--- config.mk ---
export PLATFORM = sky130hd
export DESIGN_NAME = apb_split_timeout
export DESIGN_NICKNAME = d
export VERILOG_FILES = /design/src/rtl/apb_split_timeout.sv
export SDC_FILE = /design/constraint.sdc
export NUM_CORES = 1
export LEC_CHECK = 0
export CORE_AREA = 2 2 130 132
export CTS_CLUSTER_SIZE = 20
export DETAILED_ROUTE_END_ITERATION = 7
export DIE_AREA = 0 0 132 134
export PLACE_DENSITY_LB_ADDON = 0.3
export SLEW_MARGIN = 25
export SYNTH_ARGS = -nofsm -noshare
export SYNTH_HDL_FRONTEND = slang
export SYNTH_SLANG_ARGS = --single-unit
--- constraint.sdc ---
create_clock -name clk -period 5.5 [get_ports clk]
set_input_delay 0.55 -clock clk [delete_from_list [all_inputs] [get_ports clk]]
set_output_delay 0.55 -clock clk [all_outputs]
set_load 0.02 [all_outputs]
--- src/rtl/apb_split_timeout.sv ---
// APB one-to-NSLV address splitter with decode-miss SLVERR and saturating error counter.
// Define APB_SPLIT_TIMEOUT_EN to build the access-phase timeout abort (ABORT state, tcnt, timeout_pulse).
module apb_split_timeout #(
  parameter int          NSLV    = 4,
  parameter int          SELLO   = 12,
  parameter int          SELW    = 2,
  parameter logic [7:0]  SLVMASK = 8'h0F,
  parameter int          TIMEOUT = 255
) (
  input  logic                 clk,
  input  logic                 rst,
  input  logic                 s_psel,
  input  logic                 s_penable,
  input  logic                 s_pwrite,
  input  logic [31:0]          s_paddr,
  input  logic [31:0]          s_pwdata,
  input  logic [3:0]           s_pstrb,
  output logic                 s_pready,
  output logic [1:0]           s_presp,
  output logic [31:0]          s_prdata,
  output logic [NSLV-1:0]      m_psel,
  output logic                 m_penable,
  output logic                 m_pwrite,
  output logic [31:0]          m_paddr,
  output logic [31:0]          m_pwdata,
  output logic [3:0]           m_pstrb,
  input  logic [NSLV-1:0]      m_pready,
  input  logic [2*NSLV-1:0]    m_presp,
  input  logic [32*NSLV-1:0]   m_prdata,
  output logic [15:0]          err_count,
  output logic                 timeout_pulse
);

  typedef enum logic [1:0] {IDLE, ACC, MISS, ABORT} state_t;

  localparam logic [1:0] RESP_SLVERR = 2'b10;

  if (NSLV < 1 || NSLV > 8 || (1 << SELW) < NSLV || TIMEOUT < 1 || TIMEOUT > 65535) begin : g_bad_params
    $error("apb_split_timeout: illegal parameter combination");
  end

  state_t            state, state_d;
  logic [SELW-1:0]   idx, idx_q;
  logic              hit;
  logic [NSLV-1:0]   dec_oh, acc_oh;
  logic              sel_ready;
  logic [1:0]        sel_resp;
  logic [31:0]       sel_rdata;
  logic              setup, access, load_idx;

`ifdef APB_SPLIT_TIMEOUT_EN
  localparam logic [15:0] TLIM = 16'(TIMEOUT - 1);
  logic [15:0] tcnt;
  logic        tcnt_inc;
`endif

  assign setup    = s_psel && !s_penable;
  assign access   = s_psel && s_penable;
  assign load_idx = (state == IDLE) && setup && hit;

  assign m_pwrite = s_pwrite;
  assign m_paddr  = s_paddr;
  assign m_pwdata = s_pwdata;
  assign m_pstrb  = s_pstrb;

  // Decode the incoming address and mux the slave return path selected by idx_q.
  always_comb begin
    idx       = s_paddr[SELLO+SELW-1:SELLO];
    hit       = 1'b0;
    dec_oh    = '0;
    acc_oh    = '0;
    sel_ready = 1'b0;
    sel_resp  = 2'b00;
    sel_rdata = '0;
    for (int i = 0; i < NSLV; i++) begin
      if (idx == SELW'(i) && SLVMASK[i]) begin
        hit       = 1'b1;
        dec_oh[i] = 1'b1;
      end
      if (idx_q == SELW'(i)) begin
        acc_oh[i] = 1'b1;
        sel_ready = m_pready[i];
        sel_resp  = m_presp[2*i +: 2];
        sel_rdata = m_prdata[32*i +: 32];
      end
    end
  end

  always_comb begin
    state_d       = state;
    m_psel        = '0;
    m_penable     = 1'b0;
    s_pready      = 1'b0;
    s_presp       = 2'b00;
    s_prdata      = '0;
    timeout_pulse = 1'b0;
`ifdef APB_SPLIT_TIMEOUT_EN
    tcnt_inc      = 1'b0;
`endif
    case (state)
      IDLE: begin
        if (setup) begin
          s_pready = 1'b1;
          if (hit) begin
            m_psel  = dec_oh;
            state_d = ACC;
          end else begin
            state_d = MISS;
          end
        end
      end
      ACC: begin
        if (!s_psel) begin
          state_d = IDLE;
        end else begin
          m_psel    = acc_oh;
          m_penable = s_penable;
          s_pready  = sel_ready;
          s_presp   = sel_resp;
          s_prdata  = sel_rdata;
          if (access) begin
            if (sel_ready) begin
              state_d = IDLE;
            end
`ifdef APB_SPLIT_TIMEOUT_EN
            else if (tcnt == TLIM) begin
              state_d = ABORT;
            end else begin
              tcnt_inc = 1'b1;
            end
`endif
          end
        end
      end
      MISS: begin
        if (!s_psel) begin
          state_d = IDLE;
        end else if (access) begin
          s_pready = 1'b1;
          s_presp  = RESP_SLVERR;
          state_d  = IDLE;
        end
      end
`ifdef APB_SPLIT_TIMEOUT_EN
      ABORT: begin
        s_pready      = 1'b1;
        s_presp       = RESP_SLVERR;
        timeout_pulse = 1'b1;
        state_d       = IDLE;
      end
`endif
      default: state_d = IDLE;
    endcase
  end

  always_ff @(posedge clk or posedge rst) begin
    if (rst) begin
      state <= IDLE;
      idx_q <= '0;
    end else begin
      state <= state_d;
      if (load_idx) idx_q <= idx;
    end
  end

`ifdef APB_SPLIT_TIMEOUT_EN
  always_ff @(posedge clk or posedge rst) begin
    if (rst) begin
      tcnt <= '0;
    end else if (load_idx) begin
      tcnt <= '0;
    end else if (tcnt_inc) begin
      tcnt <= tcnt + 16'd1;
    end
  end
`endif

  // Every SLVERR handed upstream on an access cycle is counted, saturating at all-ones.
  always_ff @(posedge clk or posedge rst) begin
    if (rst) begin
      err_count <= '0;
    end else if (s_pready && s_presp == RESP_SLVERR && access && err_count != 16'hFFFF) begin
      err_count <= err_count + 16'd1;
    end
  end

endmodule
[Word-level counts from Yosys, hierarchy flattened]
Index checks and enable logic that the tools add are counted.
Cells by class
  muxes and demuxes: 48
  eq/ne operators: 14
  multipliers: 0
  reduce and logical (&&, ||, !) cells: 12
  divide/modulo/power cells: 0
  bitwise logic cells: 0
  shift operators: 0
  magnitude comparators: 0
  $add $sub $neg: 1
Operator list (count)
  32-bit 2-to-1 mux: 6
  2-bit 2-to-1 mux: 14
  1-bit 2-to-1 mux: 21
  16-bit by 1-bit adder with 16-bit output (second input constant): 1
  16-bit != test (second input constant): 1
  2-bit equality test (second input constant): 6
  4-bit 2-to-1 mux: 3
  3-bit != test (second input constant): 3
  4-bit case mux with 2 select lines: 1
  1-bit logical AND: 7
  2-bit by 1-bit equality test with 1-bit output (second input constant): 3
  2-bit zero test: 3
  2-bit case mux with 3 select lines: 1
  2-bit case mux with 2 select lines: 1
  4-bit AND reduction: 1
  1-bit case mux with 3 select lines: 1
  2-bit != test (second input constant): 1
  1-bit zero test: 1
Storage, ports and cells
  latch bits: 0
  word-level logic and storage cells: 78
  ROM bits: 0
  memories kept: 0
  RAM bits: 0
  input bits: 213
  register bits: 20

[Logic depth before layout (Yosys ltp)]
  depth in word-level cells: 11
  mapped depth: 10

[Worst setup path after synthesis]
Ideal clock, no wire load.
  path kind: register -> register
  from: register state[1]
  to: register err_count[1]
  data required time: 5.372 ns
  stages on the path, launching flop included: 10
  setup time: 0.128 ns
  slack: 3.073 ns
  clock period less this slack: 2.427 ns
  data arrival time: 2.299 ns
  buffers on the path: 1
  cell sequence: dfrtp_1 -> inv_1 -> ha_1 -> nand2_1 -> a21oi_1 -> a22o_1 -> or4b_1 -> buf_6 -> nor2_1 -> mux2_1
On the way
  cells in the longest elaborated chain, start to end: 6
  elaborated cells between the ends (all ways): 9
Ends and longest elaborated chain
  start, declared: RTL line 42  | state_t state, state_d;
  start signal, assigned: RTL line 161  | state <= state_d;
  2-bit equality test / 2-bit by 1-bit equality test with 1-bit output (equally long branches): RTL line 100  | case (state)
  2-bit case mux with 2 select lines (*): RTL line 100
  net s_presp[0]: RTL line 19  | output logic [1:0] s_presp,
  2-bit equality test (*): RTL line 182  | end else if (s_pready && s_presp == RESP_SLVERR && access && err_count != 16'hFFFF) begin
  1-bit logical AND (*) (3 in a row): RTL line 182
  end signal, assigned: RTL line 183  | err_count <= err_count + 16'd1;
  end, declared: RTL line 30  | output logic [15:0] err_count,
Mark *: on every way through the listed nets, which the timed path passes. The rest lies on a longest branch.
A chain may end at the register's enable or synchronous reset.

[Worst setup path after layout]
  from: input s_psel
  to: output s_prdata[0]
On the way
  cells in the longest elaborated chain, start to end: 2
Ends and longest elaborated chain
  start, declared: RTL line 12  | input logic s_psel,
  32-bit 2-to-1 mux: RTL line 113  | if (!s_psel) begin
  32-bit 2-to-1 mux: RTL line 100
  end, declared: RTL line 20  | output logic [31:0] s_prdata,
Every way passes these cells.

==> metrics.txt <==
Worst Path Required 4.95 ns; max cap viols 0; pin count of the biggest net entering global routing 42; # H-tree levels 1; DR WL/cell 20.1 µm; Pint 0.000866 W; Die Y 134 µm; Max Slew Vio Count 0; switch share 0.389; period utilisation layout 0.642; first-pass GRT wire length 18.4 mm; GR Overflow Total 0; Synth Instances 280; FF-to-FF Start idx_q[1]$_DFFE_PP0P_; vias in the first global route 2893; Starting Density 0.174; slew margin rel. 0.403; status finished, final reports clean; Hold Path Stages 1; share of cells above drive strength 1 0.129; setup slack after layout 1.97 ns; I/O pin cnt 339; syn_area_per_cell 10.1 µm²; power share of the sequential group 0.186; Startpoint Class primary input; most common cell after layout, fill and taps aside clkdlybuf4s50_1; clock buffer depth 2; Final ANT Viol Nets 0; hold endpoint err_count[15]$_DFFE_PP0P_; crit path DAT 2.98 ns; Clock Skews 0.00627 ns; Netlist cell types 41; drt initial violations 74; flop2flop setup slack 2.10 ns; DRC Markers 0; crit-path max FO 19; Clock Latency Late Sink 0.25 ns; Tot Pwr 0.00142 W; routed vias 2656; power per cell area 305 mW/mm²; DP Worst Slack 1.87 ns; Area growth syn-to-layout 63.8%; WL final 12.6 mm; die area 0.0177 mm²; # rows 47; Final Hold Fails 0; IO buf count 203; RSZ-0062 raised after global routing false; Synth area leaders mux4_2 (25%), buf_4 (18%), dfrtp_1 (18%); maximum vdd ir drop 0.109 mV; initial antenna violation count 2; Worst-Margin Slew 0.895 ns; synthesis warning total 0; Synthesized Nets 498; Sink Count 20; top cell type's share of synthesized area 0.254; NetSw 0.000551 W; synthesized area 0.00284 mm²; Final Net Count 623; Clock power frac 0.141; gr usage total 0.136; GP Congestion 0.883; CTS tree yes; Clock transition at path regs 0.06 ns; root buf cell clkbuf_16; core box area 0.0163 mm²; Die W 132 µm; fin util 0.286; post-synthesis sequential area ratio 0.176; hpwl dp 10.5 mm; Peak Freq 0.283 GHz; Critical Path End Type output pin; Post-CTS Setup Bufs 0; Setup-failing EPs final 0; Hold Crit Start err_count[15]$_DFFE_PP0P_; Multi-input gate area 0.00169 mm²; post-CTS sizing 0; sequential cell area 503 µm²; Hold WS 0.502 ns; Comb pwr share 0.673; hold_buf cts 0; Leakage 1.72 nW; Tmin final 3.53 ns; most frequent cells in the layout clkdlybuf4s50_1 (203), mux4_2 (32), nor2b_1 (32); Seq cells post-synth 20; routed vias/inst 4.25; Final TNS setup 0 ns; Fillers 1743; area leader, netlist mux4_2; worst reg2reg path depth 6; DR pass1 iterations 4; Setup Crit Path Kind primary input to output pin; HP Class flip-flop to flip-flop; R2R Path End err_count[1]$_DFFE_PP0P_; CTS buffer count 3
==> through the flow <==
step,instance area (µm²),std cells
detailed placement,4550,620
global route,4650,625
global placement,4550,620
CTS,4650,624
floorplan,2840,280
finish,4650,625
==> critical path, stage by stage <==
cell             delay [ns]
clkdlybuf4s50_1        0.58
nand2_1                0.40
buf_4                  0.37
nor2b_1                0.37
clkdlybuf4s50_1        0.69
==> how the worst max path moves through the flow <==
stage	from	endpoint	slack, ns	cells past startpoint
after detailed placement	s_psel	err_count[1]$_DFFE_PP0P_	1.87	7
after floorplan	state[1]$_DFFE_PP0P_	err_count[1]$_DFFE_PP0P_	3.07	9
after global routing	idx_q[1]$_DFFE_PP0P_	err_count[1]$_DFFE_PP0P_	1.76	6
after global placement	s_psel	err_count[1]$_DFFE_PP0P_	1.95	7
after CTS	s_psel	s_prdata[0]	1.95	5
final	s_psel	s_prdata[0]	1.97	5
==> cell families after synthesis <==
family                   count (synthesis)  share of synthesized area
multiplexers                            37                      0.272
buffers and inverters                   93                      0.229
adder cells (fa/ha/maj)                  5                     0.0220
other                                    1                    0.00132
AND/OR/NAND/NOR                         95                      0.221
flip-flops                              20                      0.176
AO/OA/AOI/OAI                           14                     0.0326
XOR/XNOR                                15                     0.0462
==> layer usage <==
metal	vias to the layer above	global-route usage	share of wire
met5	-	0	0.00096
met4	2	0.0344	0.017
met3	22	0.0680	0.13
met2	183	0.233	0.49
met1	1267	0.150	0.36
li1	1182	-	-
==> registers in the layout (all words and copies together), names as in the netlist <==
signal     count
err_count     16
state          2
idx_q          2
==> cells in the mapped netlist <==
cell,instances
a21oi_1,3
a221o_1,1
a22o_1,1
a31oi_1,1
and2_1,1
and3_1,3
buf_1,2
buf_2,3
buf_4,70
buf_6,3
buf_8,1
clkbuf_1,6
conb_1,1
dfrtp_1,20
ha_1,5
inv_1,8
mux2_1,1
mux2i_1,4
mux4_2,32
nand2_1,14
nand2b_1,2
nand3_1,8
nand4_1,2
nand4b_1,2
nor2_1,7
nor2b_1,32
nor3_1,4
nor3_2,6
nor3b_2,1
nor4_1,1
nor4_2,2
nor4_4,3
nor4b_1,3
o21ai_0,3
o22ai_1,2
o31ai_1,1
o32ai_1,2
or3_1,3
or4b_1,1
xnor2_1,1
xor2_1,14
==> power by group through the flow <==
stage	Combinational, W	Clock [W]	Sequential, W
6_report	0.000953	0.000200	0.000264
5_1_grt	0.00101	0.000213	0.000277
4_1_cts	0.000964	0.000209	0.000267
3_5_place_dp	0.000955	0	0.000270
3_3_place_gp	0.000957	0	0.000267
2_1_floorplan	0.000723	0	0.000190
==> cell type report <==
cell class,instances,share of cell area
clock inverters,1,0.00645
diodes,1,0.000538
multi-input cells,167,0.363
repair buffers,205,0.440
well taps,220,0.0591
flip-flops and latches,20,0.108
inverters,8,0.00645
clock buffers,3,0.0161
Note: power is estimated with default switching activity, not from simulation.
